`config.mk`:
```
export PLATFORM = sky130hd
export DESIGN_NAME = program_loader_control
export DESIGN_NICKNAME = d
export VERILOG_FILES = /design/src/rtl/program_loader_control.sv
export SDC_FILE = /design/constraint.sdc
export NUM_CORES = 1
export LEC_CHECK = 0
export ABC_AREA = 1
export CAP_MARGIN = 20
export CORE_ASPECT_RATIO = 0.75
export CORE_MARGIN = 2
export CORE_UTILIZATION = 45
export DETAILED_ROUTE_END_ITERATION = 7
export DONT_BUFFER_PORTS = 1
export SETUP_SLACK_MARGIN = 0.02
export SYNTH_ARGS = -nofsm -noshare
export SYNTH_HDL_FRONTEND = slang
export SYNTH_SLANG_ARGS = --single-unit
```
`constraint.sdc`:
```
create_clock -name i_clock -period 1.5 [get_ports i_clock]
set_input_delay 0.15 -clock i_clock [delete_from_list [all_inputs] [get_ports i_clock]]
set_output_delay 0.15 -clock i_clock [all_outputs]
set_load 0.03 [all_outputs]
```
`src/rtl/program_loader_control.sv`:
```
// program_loader_control
//   Sequencer between the UART receiver and the instruction memory / pipeline.
//   Decodes single-byte commands ('L' load, 'C' continuous run, 'S' step run),
//   streams program bytes into the instruction memory write port, gates the
//   pipeline clock-enable, and stops execution on the program-end flag.
//   Every output is registered.
//
// Ports
//   i_clock             system clock, rising edge
//   i_reset             asynchronous, active-low reset
//   i_rx_data           received byte
//   i_rx_valid          one-cycle strobe qualifying i_rx_data
//   i_program_end       end-of-program flag from instruction memory
//   o_imem_write_data   byte to instruction memory (holds when not strobed)
//   o_imem_write_enable one-cycle write strobe per program byte
//   o_imem_clear        one-cycle pulse clearing instruction memory
//   o_cpu_reset         one-cycle pulse restarting the PC before a run
//   o_cpu_enable        pipeline advance enable
//   o_program_loaded    a complete program is resident
//   o_done              high while in DONE
//   o_error             one-cycle pulse on protocol error or load timeout
//   o_state             current state encoding (debug)
module program_loader_control #(
  parameter int NB_BYTE        = 8,
  parameter int N_INSTRUCTIONS = 32,
  parameter int NB_COUNT       = 8,
  parameter int LOAD_TIMEOUT   = 1000000,
  parameter int NB_TIMEOUT     = 20
) (
  input  logic               i_clock,
  input  logic               i_reset,
  input  logic [NB_BYTE-1:0] i_rx_data,
  input  logic               i_rx_valid,
  input  logic               i_program_end,
  output logic [NB_BYTE-1:0] o_imem_write_data,
  output logic               o_imem_write_enable,
  output logic               o_imem_clear,
  output logic               o_cpu_reset,
  output logic               o_cpu_enable,
  output logic               o_program_loaded,
  output logic               o_done,
  output logic               o_error,
  output logic [2:0]         o_state
);

  typedef enum logic [2:0] {
    IDLE       = 3'd0,
    LOAD_COUNT = 3'd1,
    LOAD_DATA  = 3'd2,
    RUN_CONT   = 3'd3,
    RUN_STEP   = 3'd4,
    DONE       = 3'd5
  } state_t;

  localparam logic [NB_BYTE-1:0] CMD_LOAD = NB_BYTE'('h4C);
  localparam logic [NB_BYTE-1:0] CMD_CONT = NB_BYTE'('h43);
  localparam logic [NB_BYTE-1:0] CMD_STEP = NB_BYTE'('h53);
  localparam logic [NB_BYTE-1:0] CMD_NEXT = NB_BYTE'('h4E);

  state_t                state, state_next;
  logic [NB_COUNT-1:0]   byte_count, byte_count_next;
  logic [NB_TIMEOUT-1:0] idle_count, idle_count_next;
  logic [NB_BYTE-1:0]    write_data_next;
  logic                  write_enable_next;
  logic                  clear_next;
  logic                  cpu_reset_next;
  logic                  cpu_enable_next;
  logic                  loaded_next;
  logic                  error_next;

  logic [NB_BYTE+1:0]    load_bytes;
  logic                  count_ok;
  logic                  run_exit;

  // Four bytes per instruction.
  assign load_bytes = {i_rx_data, 2'b00};
  assign count_ok   = (i_rx_data != '0) &&
                      (i_rx_data <= NB_BYTE'(N_INSTRUCTIONS));
  // The program-end flag is stale while the PC restart pulse is out.
  assign run_exit   = i_program_end && !o_cpu_reset;

  assign o_state = state;

  always_comb begin
    state_next        = state;
    byte_count_next   = byte_count;
    idle_count_next   = '0;
    write_data_next   = o_imem_write_data;
    write_enable_next = 1'b0;
    clear_next        = 1'b0;
    cpu_reset_next    = 1'b0;
    cpu_enable_next   = 1'b0;
    loaded_next       = o_program_loaded;
    error_next        = 1'b0;

    case (state)
      IDLE, DONE: begin
        if (i_rx_valid) begin
          if (i_rx_data == CMD_LOAD) begin
            state_next  = LOAD_COUNT;
            clear_next  = 1'b1;
            loaded_next = 1'b0;
          end else if (i_rx_data == CMD_CONT || i_rx_data == CMD_STEP) begin
            if (!o_program_loaded) begin
              error_next = 1'b1;
            end else begin
              cpu_reset_next = 1'b1;
              state_next     = (i_rx_data == CMD_CONT) ? RUN_CONT : RUN_STEP;
            end
          end
        end
      end

      LOAD_COUNT, LOAD_DATA: begin
        // A valid byte always takes priority over an expiring timeout.
        if (!i_rx_valid) begin
          if (idle_count == NB_TIMEOUT'(LOAD_TIMEOUT - 1)) begin
            error_next      = 1'b1;
            state_next      = IDLE;
            byte_count_next = '0;
          end else begin
            idle_count_next = idle_count + NB_TIMEOUT'(1);
          end
        end else if (state == LOAD_COUNT) begin
          if (count_ok) begin
            byte_count_next = NB_COUNT'(load_bytes);
            state_next      = LOAD_DATA;
          end else begin
            error_next = 1'b1;
            state_next = IDLE;
          end
        end else begin
          write_enable_next = 1'b1;
          write_data_next   = i_rx_data;
          byte_count_next   = byte_count - NB_COUNT'(1);
          if (byte_count == NB_COUNT'(1)) begin
            loaded_next = 1'b1;
            state_next  = IDLE;
          end
        end
      end

      RUN_CONT: begin
        if (run_exit) state_next      = DONE;
        else          cpu_enable_next = 1'b1;
      end

      RUN_STEP: begin
        if (run_exit)                                   state_next      = DONE;
        else if (i_rx_valid && i_rx_data == CMD_NEXT)   cpu_enable_next = 1'b1;
      end

      default: state_next = IDLE;
    endcase
  end

  always_ff @(posedge i_clock or negedge i_reset) begin
    if (!i_reset) begin
      state               <= IDLE;
      byte_count          <= '0;
      idle_count          <= '0;
      o_imem_write_data   <= '0;
      o_imem_write_enable <= 1'b0;
      o_imem_clear        <= 1'b0;
      o_cpu_reset         <= 1'b0;
      o_cpu_enable        <= 1'b0;
      o_program_loaded    <= 1'b0;
      o_done              <= 1'b0;
      o_error             <= 1'b0;
    end else begin
      state               <= state_next;
      byte_count          <= byte_count_next;
      idle_count          <= idle_count_next;
      o_imem_write_data   <= write_data_next;
      o_imem_write_enable <= write_enable_next;
      o_imem_clear        <= clear_next;
      o_cpu_reset         <= cpu_reset_next;
      o_cpu_enable        <= cpu_enable_next;
      o_program_loaded    <= loaded_next;
      o_done              <= (state_next == DONE);
      o_error             <= error_next;
    end
  end

endmodule
```
* Yosys cells after proc, flatten, opt, wreduce, memory -nomap -nowiden
Cells that the tools add are included.
Storage, ports and cells: register bits 46, bits of input ports 12
Operators by class: add/sub/neg operators 2, order comparisons 1, eq/ne operators 18, multiplexer cells 49, bitwise logic cells 1, reduce and logical (&&, ||, !) cells 15
Operators with widths (count):
- $mux 20 | 3
- $eq 8x7->1 const B | 4
- $mux 8 | 4
- $mux 3 | 10
- $mux 1 | 27
- $add 20x1->20 const B | 1
- $eq 20x20->1 const B | 1
- $ne 2x2->1 const B | 5
- $eq 3x3->1 const B | 3
- $pmux 3 s3 | 1
- $eq 8x1->1 const B | 1
- $le 8x6->1 const B | 1
- $reduce_bool 8->1 | 1
- $sub 8x1->8 const B | 1
- $eq 3x2->1 const B | 2
- $pmux 1 s2 | 3
- $reduce_and 3->1 | 2
- $reduce_and 6->1 | 1
- $reduce_or 2->1 | 3
- $reduce_bool 2->1 | 2
- $eq 3x1->1 const B | 1
- $logic_and 1x1->1 | 3
- $logic_not 3->1 | 1
- $ne 3x3->1 const B | 1
- other kinds (4) | 4

* Longest topological paths before layout
Gate-level depths: netlist of run 1.
word-level depth 8, mapped depth 11, mapped depth without buffers 11

* Least setup slack after synthesis of run 1
No wires, ideal clock.
kind reg-to-reg, start point reg idle_count[0], end point reg byte_count[0], setup time 123 ps, data arrival time 1463 ps, data required time 1377 ps, slack -85 ps, cell stages (with the launch flop) 10, buffers on the path 1, period minus slack after synthesis 1585 ps, cells stage by stage dfrtp_1 > ha_1 > nand3_2 > nor2_4 > nand3_4 > a21oi_4 > nand2_4 > buf_6 > nand2_1 > o21ai_1
On the way: word-level cells in the longest chain between the ends 3
Ends and longest elaborated chain:
- from (decl) | line 62 | logic [NB_TIMEOUT-1:0] idle_count, idle_count_next;
- from (signal assigned) | line 173 | idle_count <= idle_count_next;
- $eq 20x20->1 | line 117 | if (idle_count == NB_TIMEOUT'(LOAD_TIMEOUT - 1)) begin
- $reduce_bool 2->1 (no line)
- $reduce_and 3->1 (no line)
- to (signal assigned) | line 172 | byte_count <= byte_count_next;
- to (decl) | line 61 | logic [NB_COUNT-1:0] byte_count, byte_count_next;
No other way between the ends. A chain may end at the register's enable or synchronous reset.

* Worst setup path in the final report of run 1
start point reg idle_count[0], end point reg byte_count[6]
Same word-level chain as after synthesis.

==> flow_metrics.py, run 1 <==
metrics = {
    "yosys": {
        "synth_cell_type_count": 33,
        "ys_seq_area_share_pct": 42.7,
        "mappedNetlistArea_um2": 2700,
        "synth-seq-cells": 46,
        "yosysWarnings": 0,
        "synth_area_per_cell_um2": 7.71,
        "syn_nets": 365,
        "netlist_instances": 350,
    },
    "clock_tree": {
        "cts_made_buffers": 5,
        "cts_num_sinks": 46,
        "clock_latency_ps": 300,
        "tritoncts": "built",
        "clkTransAtPathRegs_ps": 90,
        "clk_path_buf_depth": 2,
        "root_buffer": "clkbuf_8",
        "htree_levels": 2,
    },
    "route": {
        "drtIter0Drc": 109,
        "wire_per_inst_um": 13.9,
        "first_pass_iters": 4,
        "vias": 2420,
        "antenna_left": 0,
        "routed_wirelength_um": 6620,
        "drc": 0,
        "viasPerCell": 5.09,
    },
    "run_status": {
        "run_status": "finished, violations left",
        "violations": "negative setup slack",
    },
    "timing": {
        "skew_ps": 7.01,
        "grt_setup_unrepaired": "true",
        "setup_viol": 21,
        "period_minus_slack_ps": 1580,
        "worst_pin_slew_ps": 331,
        "min_period_over_period_pct": 106,
        "max_freq_mhz": 631,
        "finalHoldViolations": 0,
        "drv_slew": 0,
        "fin_ws_ps": -84.1,
        "maxSlewHeadroom_pct": 77.9,
        "tns_ps": -660,
    },
    "floorplan": {
        "coreArea_um2": 5800,
        "rows": 24,
        "initial_core_util_pct": 46.6,
        "die_x_um": 93.4,
        "ios": 30,
        "die_h_um": 71.1,
        "die-area_um2": 6640,
    },
    "placed_design": {
        "post-dp-hpwl_um": 4780,
        "port_buffers": 0,
        "dpl-instance-area_um2": 2990,
        "gp_congestion": 0.852,
    },
    "layout": {
        "fillerInstances": 528,
        "diodes": 0,
        "drive_above_1_share_pct": 25.4,
        "area.sequential_um2": 1150,
        "area_delta_synth_final_pct": 24.5,
        "mostFrequentLayoutCells": "nand2_1 (77), nor2_1 (44), dfrtp_1 (43)",
        "multi_input_area_um2": 1420,
        "nets": 411,
        "final_common_cell": "nand2_1",
        "final_area_um2": 3360,
    },
    "setup_path": {
        "critPathKind": "register to register",
        "cp-start-kind": "register",
        "cp-end-kind": "register",
        "crit_required_ps": 1700,
        "worstPathMaxFanout": 6,
        "arrival_ps": 1780,
    },
    "global_routing": {
        "grt_pass1_wl_um": 10800,
        "antenna_found_initial": 0,
        "grt_pass1_vias": 2226,
        "grt_overflow": 0,
        "grt_util_all_layers_pct": 20.7,
        "grt_max_degree": 47,
    },
    "power": {
        "p_leak_uw": 0.00157,
        "powerDensity_nw_per_um2": 1660,
        "irDropWorstVdd_v": 0.00115,
    },
    "worst_hold_path": {
        "hp-class": "input port to register",
    },
    "job": {
        "max_cap_violations": 0,
    },
}
## worst paths after layout
| kind | start | end | slack (ps) | depth (start not counted) |
|---|---|---|---|---|
| min in group asynchronous | i_reset | idle_count[6]$_DFF_PN0_ | 380 | 2 |
| max in group asynchronous | i_reset | o_state[0]$_DFF_PN0_ | 900 | 2 |
| worst max register to register | idle_count[0]$_DFF_PN0_ | byte_count[6]$_DFFE_PN0P_ | -80 | 8 |
| worst min-delay path | i_rx_data[7] | o_imem_write_data[7]$_DFFE_PN0P_ | 8 | 2 |
| worst min register to register | byte_count[5]$_DFFE_PN0P_ | byte_count[5]$_DFFE_PN0P_ | 490 | 2 |
| worst max-delay path | idle_count[0]$_DFF_PN0_ | byte_count[6]$_DFFE_PN0P_ | -80 | 8 |
## flip-flops by register name, summed over array words and instances (netlist names)
signal,count
o_program_loaded,1
o_cpu_reset,1
byte_count,8
o_error,1
o_cpu_enable,1
o_done,1
o_imem_write_enable,1
o_state,3
idle_count,20
o_imem_write_data,8
o_imem_clear,1
## final cells by class
cell class | count | share of cell area, %
sequential | 46 | 34.4
tap | 78 | 2.91
timing repair buffer | 43 | 10.7
inverter | 50 | 5.66
clock inverter | 3 | 2.05
multi-input combinational | 250 | 42.3
clock buffer | 5 | 2.05
## cells by family after synthesis
logic type,count (synthesis),share of synthesized area [%]
fa+ha+maj,3,1.39
compound gates,38,9.09
flops,46,42.7
buf+inv,55,8.44
simple gates,193,33.6
xor+xnor,15,4.87
## where the power goes
group | switching, µW | internal, µW | total (µW)
combinational | 1440 | 944 | 2390
sequential | 536 | 1540 | 2080
clock | 430 | 667 | 1100
## critical path, cell delays in order, from the launching register on
cell and delay [ps]:
dfrtp_1 400, ha_4 170, nand3_4 110, nor2_4 160, nand3_4 100, a21oi_4 210, nand2_2 180, nand2_1 100
nand2_1 50
## what timing repair did
item,4_1_cts,5_1_grt
setup buffers,1,7
resized for setup,6,18
endpoints found under the setup margin,23,39
hold buffers,7,0
pin swaps,2,12
gates cloned,0,1
hold endpoints to repair,52,0
## metal layers
metal | GRT usage [%] | wire length, µm
met3 | 5.54 | 485
met4 | 3.43 | 31
met2 | 29.6 | 2780
met5 | 0 | 0
met1 | 31.8 | 3320
## through the flow
step,setup slack [ps],cells,util (%),total power [µW],hold slack [ps]
2_1_floorplan,-25.4,350,-,3610,-146
3_3_place_gp,-0.363,451,51.6,4180,-144
3_5_place_dp,-44.7,451,51.6,4220,-144
4_1_cts,-72.3,467,56.0,5390,2.07
5_1_grt,-175,475,58.0,5960,6.43
6_report,-84.1,475,58.0,5560,8.34
## Yosys cell counts, drive strengths merged
| library cell | instances | area share [%] |
|---|---|---|
| buf | 5 | 1.5 |
| nor3 | 10 | 2.2 |
| clkinv | 2 | 0.28 |
| nand3 | 28 | 6.4 |
| o22ai | 2 | 0.46 |
| dfrtp | 46 | 43 |
| or2 | 1 | 0.23 |
| nand4 | 10 | 2.3 |
| nand2 | 86 | 13 |
| xor2 | 9 | 2.9 |
| a22oi | 2 | 0.56 |
| xnor2 | 6 | 1.9 |
| nor3b | 3 | 0.83 |
| nor2 | 55 | 8.9 |
| a21oi | 12 | 2.6 |
| a211oi | 1 | 0.28 |
| o21ai | 21 | 5.1 |
| inv | 48 | 6.7 |
| ha | 3 | 1.4 |
(Power assumes the default switching activity.)
==> run 2: changes to the inputs <==
Clock period 1.5 ns to 1.4 ns, I/O delays scaled along.
==> run 2 against run 1 <==
  * Power rose by 20%
  * Highest routed layer unchanged
  * The run still ends with negative setup slack left
  * Final area rose by 16%
  * Cell count rose by 8.6%
  * Critical path type unchanged
  * Largest power group unchanged
==> flow_metrics.py, run 2 (synthesized netlist as in run 1, its figures left out) <==
metrics = {
    "timing": {
        "min_period_over_period_pct": 111,
        "maxSlewHeadroom_pct": 72.1,
        "grt_setup_unrepaired": "true",
        "skew_ps": 9.59,
        "worst_pin_slew_ps": 415,
        "fin_ws_ps": -153,
        "period_minus_slack_ps": 1550,
        "finalHoldViolations": 0,
        "setup_viol": 39,
        "max_freq_mhz": 644,
        "drv_slew": 0,
    },
    "power": {
        "power.share.clock_pct": 13.0,
        "power_frac_comb_pct": 53.4,
        "intPower_uw": 3680,
        "switching_power_uw": 2970,
        "powerDensity_nw_per_um2": 1700,
        "irDropWorstVdd_v": 0.000988,
        "power_uw": 6650,
        "pwr-share-seq_pct": 33.6,
        "p_sw_share_pct": 44.7,
        "p_leak_uw": 0.00182,
    },
    "worst_hold_path": {
        "holdPathStages": 2,
        "holdPathEnd": "o_cpu_reset$_DFF_PN0_",
        "min_from": "i_rx_valid",
        "hp-class": "input port to register",
    },
    "global_routing": {
        "antenna_found_initial": 0,
        "grt_pass1_wl_um": 11700,
        "grt_pass1_vias": 2518,
        "grt_overflow": 0,
        "grt_util_all_layers_pct": 22.2,
        "grt_max_degree": 47,
    },
    "clock_tree": {
        "htree_levels": 2,
        "tritoncts": "built",
        "clk_path_buf_depth": 2,
        "cts_num_sinks": 46,
        "clock_latency_ps": 300,
        "cts_made_buffers": 5,
        "clkTransAtPathRegs_ps": 90,
        "root_buffer": "clkbuf_8",
    },
    "layout": {
        "area_delta_synth_final_pct": 44.7,
        "diodes": 0,
        "reg.largest.list": "idle_count: 20 flops, byte_count: 8 flops, o_imem_write_data: 8 flops",
        "drive_above_1_share_pct": 42.9,
        "final_common_cell": "buf_4",
        "fillerInstances": 475,
        "nets": 452,
        "largest-register": "idle_count",
        "mostFrequentLayoutCells": "buf_4 (63), nand2_1 (61), dfrtp_1 (43)",
        "largest_reg_flops": 20,
        "fin_cells": 516,
    },
    "route": {
        "drc": 0,
        "first_pass_iters": 6,
        "vias": 2578,
        "route.met2.wl_um": 3290,
        "routed_wirelength_um": 7370,
        "drt-met1-wl_um": 3540,
        "wl_met3_um": 486,
        "wire_per_inst_um": 14.3,
        "drtIter0Drc": 91,
        "antenna_left": 0,
        "viasPerCell": 5.00,
        "top_layer_used": "met4",
    },
    "placed_design": {
        "dp_cells": 481,
        "gp_congestion": 0.856,
        "port_buffers": 0,
        "post-dp-hpwl_um": 4970,
        "pre_cts_ws_ps": -122,
    },
    "floorplan": {
        "die-area_um2": 6640,
        "rows": 24,
        "coreArea_um2": 5800,
        "ios": 30,
        "initial_core_util_pct": 46.6,
        "die_h_um": 71.1,
        "die_x_um": 93.4,
    },
    "run_status": {
        "run_status": "finished, violations left",
        "violations": "negative setup slack",
    },
    "setup_path": {
        "cp-end-kind": "register",
        "critPathKind": "register to register",
        "rrSetupSlack_ps": -150,
        "r2r_start": "idle_count[1]$_DFF_PN0_",
        "cp-start-kind": "register",
        "worstRegToRegCells": 10,
        "cpMostUsedCell": "nor2_4",
        "slowest_delay_ps": 400,
        "critPathTopFamily": "simple AND/OR/NAND/NOR gates",
        "crit_chain": "ha_4, nand3_4, nor2_4, nand2_2, nor2_4, nand2_2, nor2_4, nand3_1, nand2_1, a21oi_2",
        "worst-path-buf-inv": 0,
        "cpMaxStageDelayCell": "dfrtp_1",
        "crit_required_ps": 1590,
        "arrival_ps": 1750,
        "worstPathMaxFanout": 4,
        "r2r_end": "idle_count[12]$_DFF_PN0_",
    },
    "job": {
        "max_cap_violations": 0,
    },
}
-- run 2: cell type report --
type / count / area, µm² / area share, %
flip-flops and latches: 46 / 1150 / 29.6
well taps: 78 / 97.6 / 2.50
multi-input cells: 249 / 1630 / 41.7
repair buffers: 85 / 732 / 18.7
clock buffers: 7 / 86.3 / 2.21
inverters: 50 / 203 / 5.19
clock inverters: 1 / 5.00 / 0.128
-- run 2: worst reg2reg max path, cell delays in order (launching register included) --
cell and delay (ps):
dfrtp_1 400, ha_4 160, nand3_4 110, nor2_4 120
nand2_2 80, nor2_4 130, nand2_2 80, nor2_4 140
nand3_1 90, nand2_1 100, a21oi_2 40
-- run 2: worst max-delay path by stage --
stage / startpoint / endpoint / slack (ps) / cells after the start
after CTS: idle_count[1]$_DFF_PN0_ / byte_count[3]$_DFFE_PN0P_ / -140 / 8
final: idle_count[1]$_DFF_PN0_ / idle_count[12]$_DFF_PN0_ / -150 / 10
after detailed placement: idle_count[1]$_DFF_PN0_ / byte_count[3]$_DFFE_PN0P_ / -120 / 8
after global routing: idle_count[1]$_DFF_PN0_ / byte_count[3]$_DFFE_PN0P_ / -240 / 8
after global placement: idle_count[1]$_DFF_PN0_ / byte_count[3]$_DFFE_PN0P_ / -90 / 8
after floorplan: idle_count[0]$_DFF_PN0_ / byte_count[0]$_DFFE_PN0P_ / -130 / 9
-- run 2: layer usage --
| layer | up-vias | track usage [%] |
|---|---|---|
| met1 | 1199 | 32.8 |
| met3 | 5 | 6.07 |
| li1 | 1293 | - |
| met2 | 81 | 32.5 |
| met5 | - | 0 |
| met4 | 0 | 5.39 |
-- run 2: power groups by stage --
stage | combinational, µW | clock [µW] | sequential (µW)
floorplan | 1590 | 0 | 2290
global placement | 2520 | 0 | 2220
finish | 3550 | 863 | 2240
detailed placement | 2560 | 0 | 2210
CTS | 3010 | 886 | 2220
global route | 3910 | 938 | 2280
-- run 2: per-stage QoR --
step	TNS [ps]	instance area, µm²	utilization (%)	hold WS (ps)
6_report	-2260	3910	67.4	25.7
5_1_grt	-5550	3910	67.4	22.2
4_1_cts	-2020	3560	61.4	13.7
3_5_place_dp	-2050	3220	55.5	-154
3_3_place_gp	-1430	3220	55.5	-154
2_1_floorplan	-933	2730	-	-156
-- run 2: timing repair --
item | in CTS | in global routing
gates resized for setup | 35 | 72
endpoints found under the setup margin | 41 | 42
hold buffers | 8 | 0
pin swaps | 8 | 33
buffers inserted | 6 | 14
hold endpoints to repair | 54 | 0
==> run 3: changes to the inputs <==
Settings changed: ABC_AREA 1 to not set, GPL_ROUTABILITY_DRIVEN set to 0, SKIP_CTS_REPAIR_TIMING set to 1.
==> run 3 against run 2 <==
  * Highest routed layer unchanged
  * Flip-flop and latch count is the same
  * Largest power group unchanged
  * Sequential power shrank 6%
  * The run still ends with negative setup slack left
  * Critical path type unchanged
  * Critical path depth shrank 5
==> flow_metrics.py, run 3 <==
metrics = {
    "global_routing": {
        "grt_max_degree": 47,
        "grt_pass1_wl_um": 10500,
        "grt_pass1_vias": 2088,
        "grt_overflow": 0,
        "grt_util_all_layers_pct": 22.0,
        "antenna_found_initial": 0,
    },
    "setup_path": {
        "cp-start-kind": "register",
        "cpMaxStageDelayCell": "or4_4",
        "crit_required_ps": 1590,
        "crit_chain": "or4_4, nor4_4, a21o_2, nand3_4, mux2_4",
        "slowest_delay_ps": 550,
        "cp-end-kind": "register",
        "critPathKind": "register to register",
        "worstPathMaxFanout": 3,
        "arrival_ps": 2070,
    },
    "layout": {
        "largest_reg_flops": 20,
        "drive_above_1_share_pct": 45.7,
        "reg.largest.list": "idle_count: 20 flops, byte_count: 8 flops, o_imem_write_data: 8 flops",
        "final_common_cell": "buf_4",
        "largest-register": "idle_count",
        "area_delta_synth_final_pct": 49.6,
        "diodes": 0,
        "nets": 351,
        "mostFrequentLayoutCells": "buf_4 (70), dfrtp_1 (43), nor2_2 (15)",
        "fin_cells": 412,
        "fillerInstances": 414,
    },
    "yosys": {
        "yosysWarnings": 0,
        "ys_seq_area_share_pct": 46.3,
        "synth_most_common_cell": "dfrtp_1",
        "yosys.area.top_type_share_pct": 46.3,
        "synthTopCellsByCount": "dfrtp_1 (46), nor2_1 (25), nand2_1 (13), nand3_1 (13)",
        "synth_area_per_cell_um2": 10.1,
        "netlist_instances": 246,
        "syn_nets": 261,
        "synth-edff-count": 0,
        "mappedNetlistArea_um2": 2490,
        "synthTopCellsByArea": "dfrtp_1 (46%), mux2_2 (4.1%), nor2_1 (3.8%), xor2_1 (3.2%), nand3_1 (2.6%)",
        "ys.flop_type": "dfrtp_1",
        "synth_cell_type_count": 55,
        "synth_area_leader_cell": "dfrtp_1",
        "synth-seq-cells": 46,
        "async_reset_ff_share_pct": 100,
    },
    "timing": {
        "min_period_over_period_pct": 134,
        "worst_pin_slew_ps": 444,
        "fin_ws_ps": -475,
        "period_minus_slack_ps": 1880,
        "maxSlewHeadroom_pct": 70.3,
        "max_freq_mhz": 533,
        "setup_viol": 41,
        "grt_setup_unrepaired": "true",
        "skew_ps": 7.31,
        "holdWs_ps": 15.4,
        "drv_slew": 0,
        "finalHoldViolations": 0,
    },
    "floorplan": {
        "initial_core_util_pct": 46.5,
        "rows": 23,
        "coreArea_um2": 5350,
        "ios": 30,
        "die-area_um2": 6150,
        "die_x_um": 89.9,
        "die_h_um": 68.4,
    },
    "route": {
        "vias": 2283,
        "drtIter0Drc": 130,
        "routed_wirelength_um": 7070,
        "drc": 0,
        "first_pass_iters": 4,
        "antenna_left": 0,
        "viasPerCell": 5.54,
        "wire_per_inst_um": 17.2,
    },
    "worst_hold_path": {
        "hp-class": "input port to register",
    },
    "clock_tree": {
        "cts_made_buffers": 5,
        "cts_num_sinks": 46,
        "clock_latency_ps": 300,
        "htree_levels": 2,
        "clk_path_buf_depth": 2,
        "clkTransAtPathRegs_ps": 90,
        "root_buffer": "clkbuf_8",
        "tritoncts": "built",
    },
    "run_status": {
        "violations": "negative setup slack",
        "run_status": "finished, violations left",
    },
    "placed_design": {
        "post-dp-hpwl_um": 4720,
        "port_buffers": 0,
        "dp_cells": 384,
    },
    "power": {
        "p_leak_uw": 0.00161,
        "irDropWorstVdd_v": 0.00106,
        "powerDensity_nw_per_um2": 1680,
    },
    "job": {
        "max_cap_violations": 0,
    },
}
## run 3: worst max-delay path, delay by kind of cell (launching register included)
family          cells  cell delay [ps]
simple gates        3              840
compound gates      1              220
flops               1              390
mux                 1              310
## run 3: final cells by class
cell class                 count  area [µm²]  share of cell area [%]
clock buffer                   6        72.6                    1.95
tap                           75        93.8                    2.52
sequential                    46        1150                    31.0
multi-input combinational    182        1520                    40.9
timing repair buffer          92         827                    22.2
inverter                       9        38.8                    1.04
clock inverter                 2        13.8                   0.370
## run 3: report_power, final
part | internal [µW] | switching [µW] | leakage, µW
combinational | 1830 | 1520 | 0.000948
clock | 353 | 457 | 0.0000452
sequential | 1600 | 501 | 0.000615
total | 3790 | 2480 | 0.00161
## run 3: per-layer routing
metal | up-vias | GRT usage, % | wire (µm)
li1 | 1087 | - | -
met1 | 1110 | 32.7 | 3440
met2 | 77 | 32.8 | 3030
met3 | 9 | 4.19 | 507
met4 | 0 | 6.73 | 91
met5 | - | 0 | 0
## run 3: logic make-up after synthesis
family,count (synthesis),synth area share [%]
muxes,11,5.08
and+or+nand+nor,107,24.4
DFF,46,46.3
buffers and inverters,18,2.92
xor gates and xnor gates,16,5.63
adders and majority gates,3,1.51
AOI/OAI and AO/OA,45,14.2
## run 3: final timing paths
check                                              from                   endpoint  slack, ps  cells after the start
min in group asynchronous                       i_reset   idle_count[16]$_DFF_PN0_        340                      2
worst max-delay path            idle_count[8]$_DFF_PN0_  byte_count[1]$_DFFE_PN0P_       -480                      5
worst max register to register  idle_count[8]$_DFF_PN0_  byte_count[1]$_DFFE_PN0P_       -480                      5
max in group asynchronous                       i_reset       o_state[0]$_DFF_PN0_        830                      2
worst min-delay path                       i_rx_data[1]     o_cpu_enable$_DFF_PN0_         20                      2
worst min register to register  idle_count[0]$_DFF_PN0_    idle_count[0]$_DFF_PN0_        580                      2
## run 3: per-stage QoR
step	util, %	setup TNS, ps	area (µm²)	setup WS (ps)	total power (µW)
6_report	69.6	-14050	3720	-475	6260
3_5_place_dp	59.9	-14000	3210	-458	4670
4_1_cts	61.5	-15230	3290	-480	5510
5_1_grt	69.6	-17480	3720	-568	6620
3_3_place_gp	59.9	-12900	3210	-405	4650
2_1_floorplan	-	-9180	2630	-474	3730
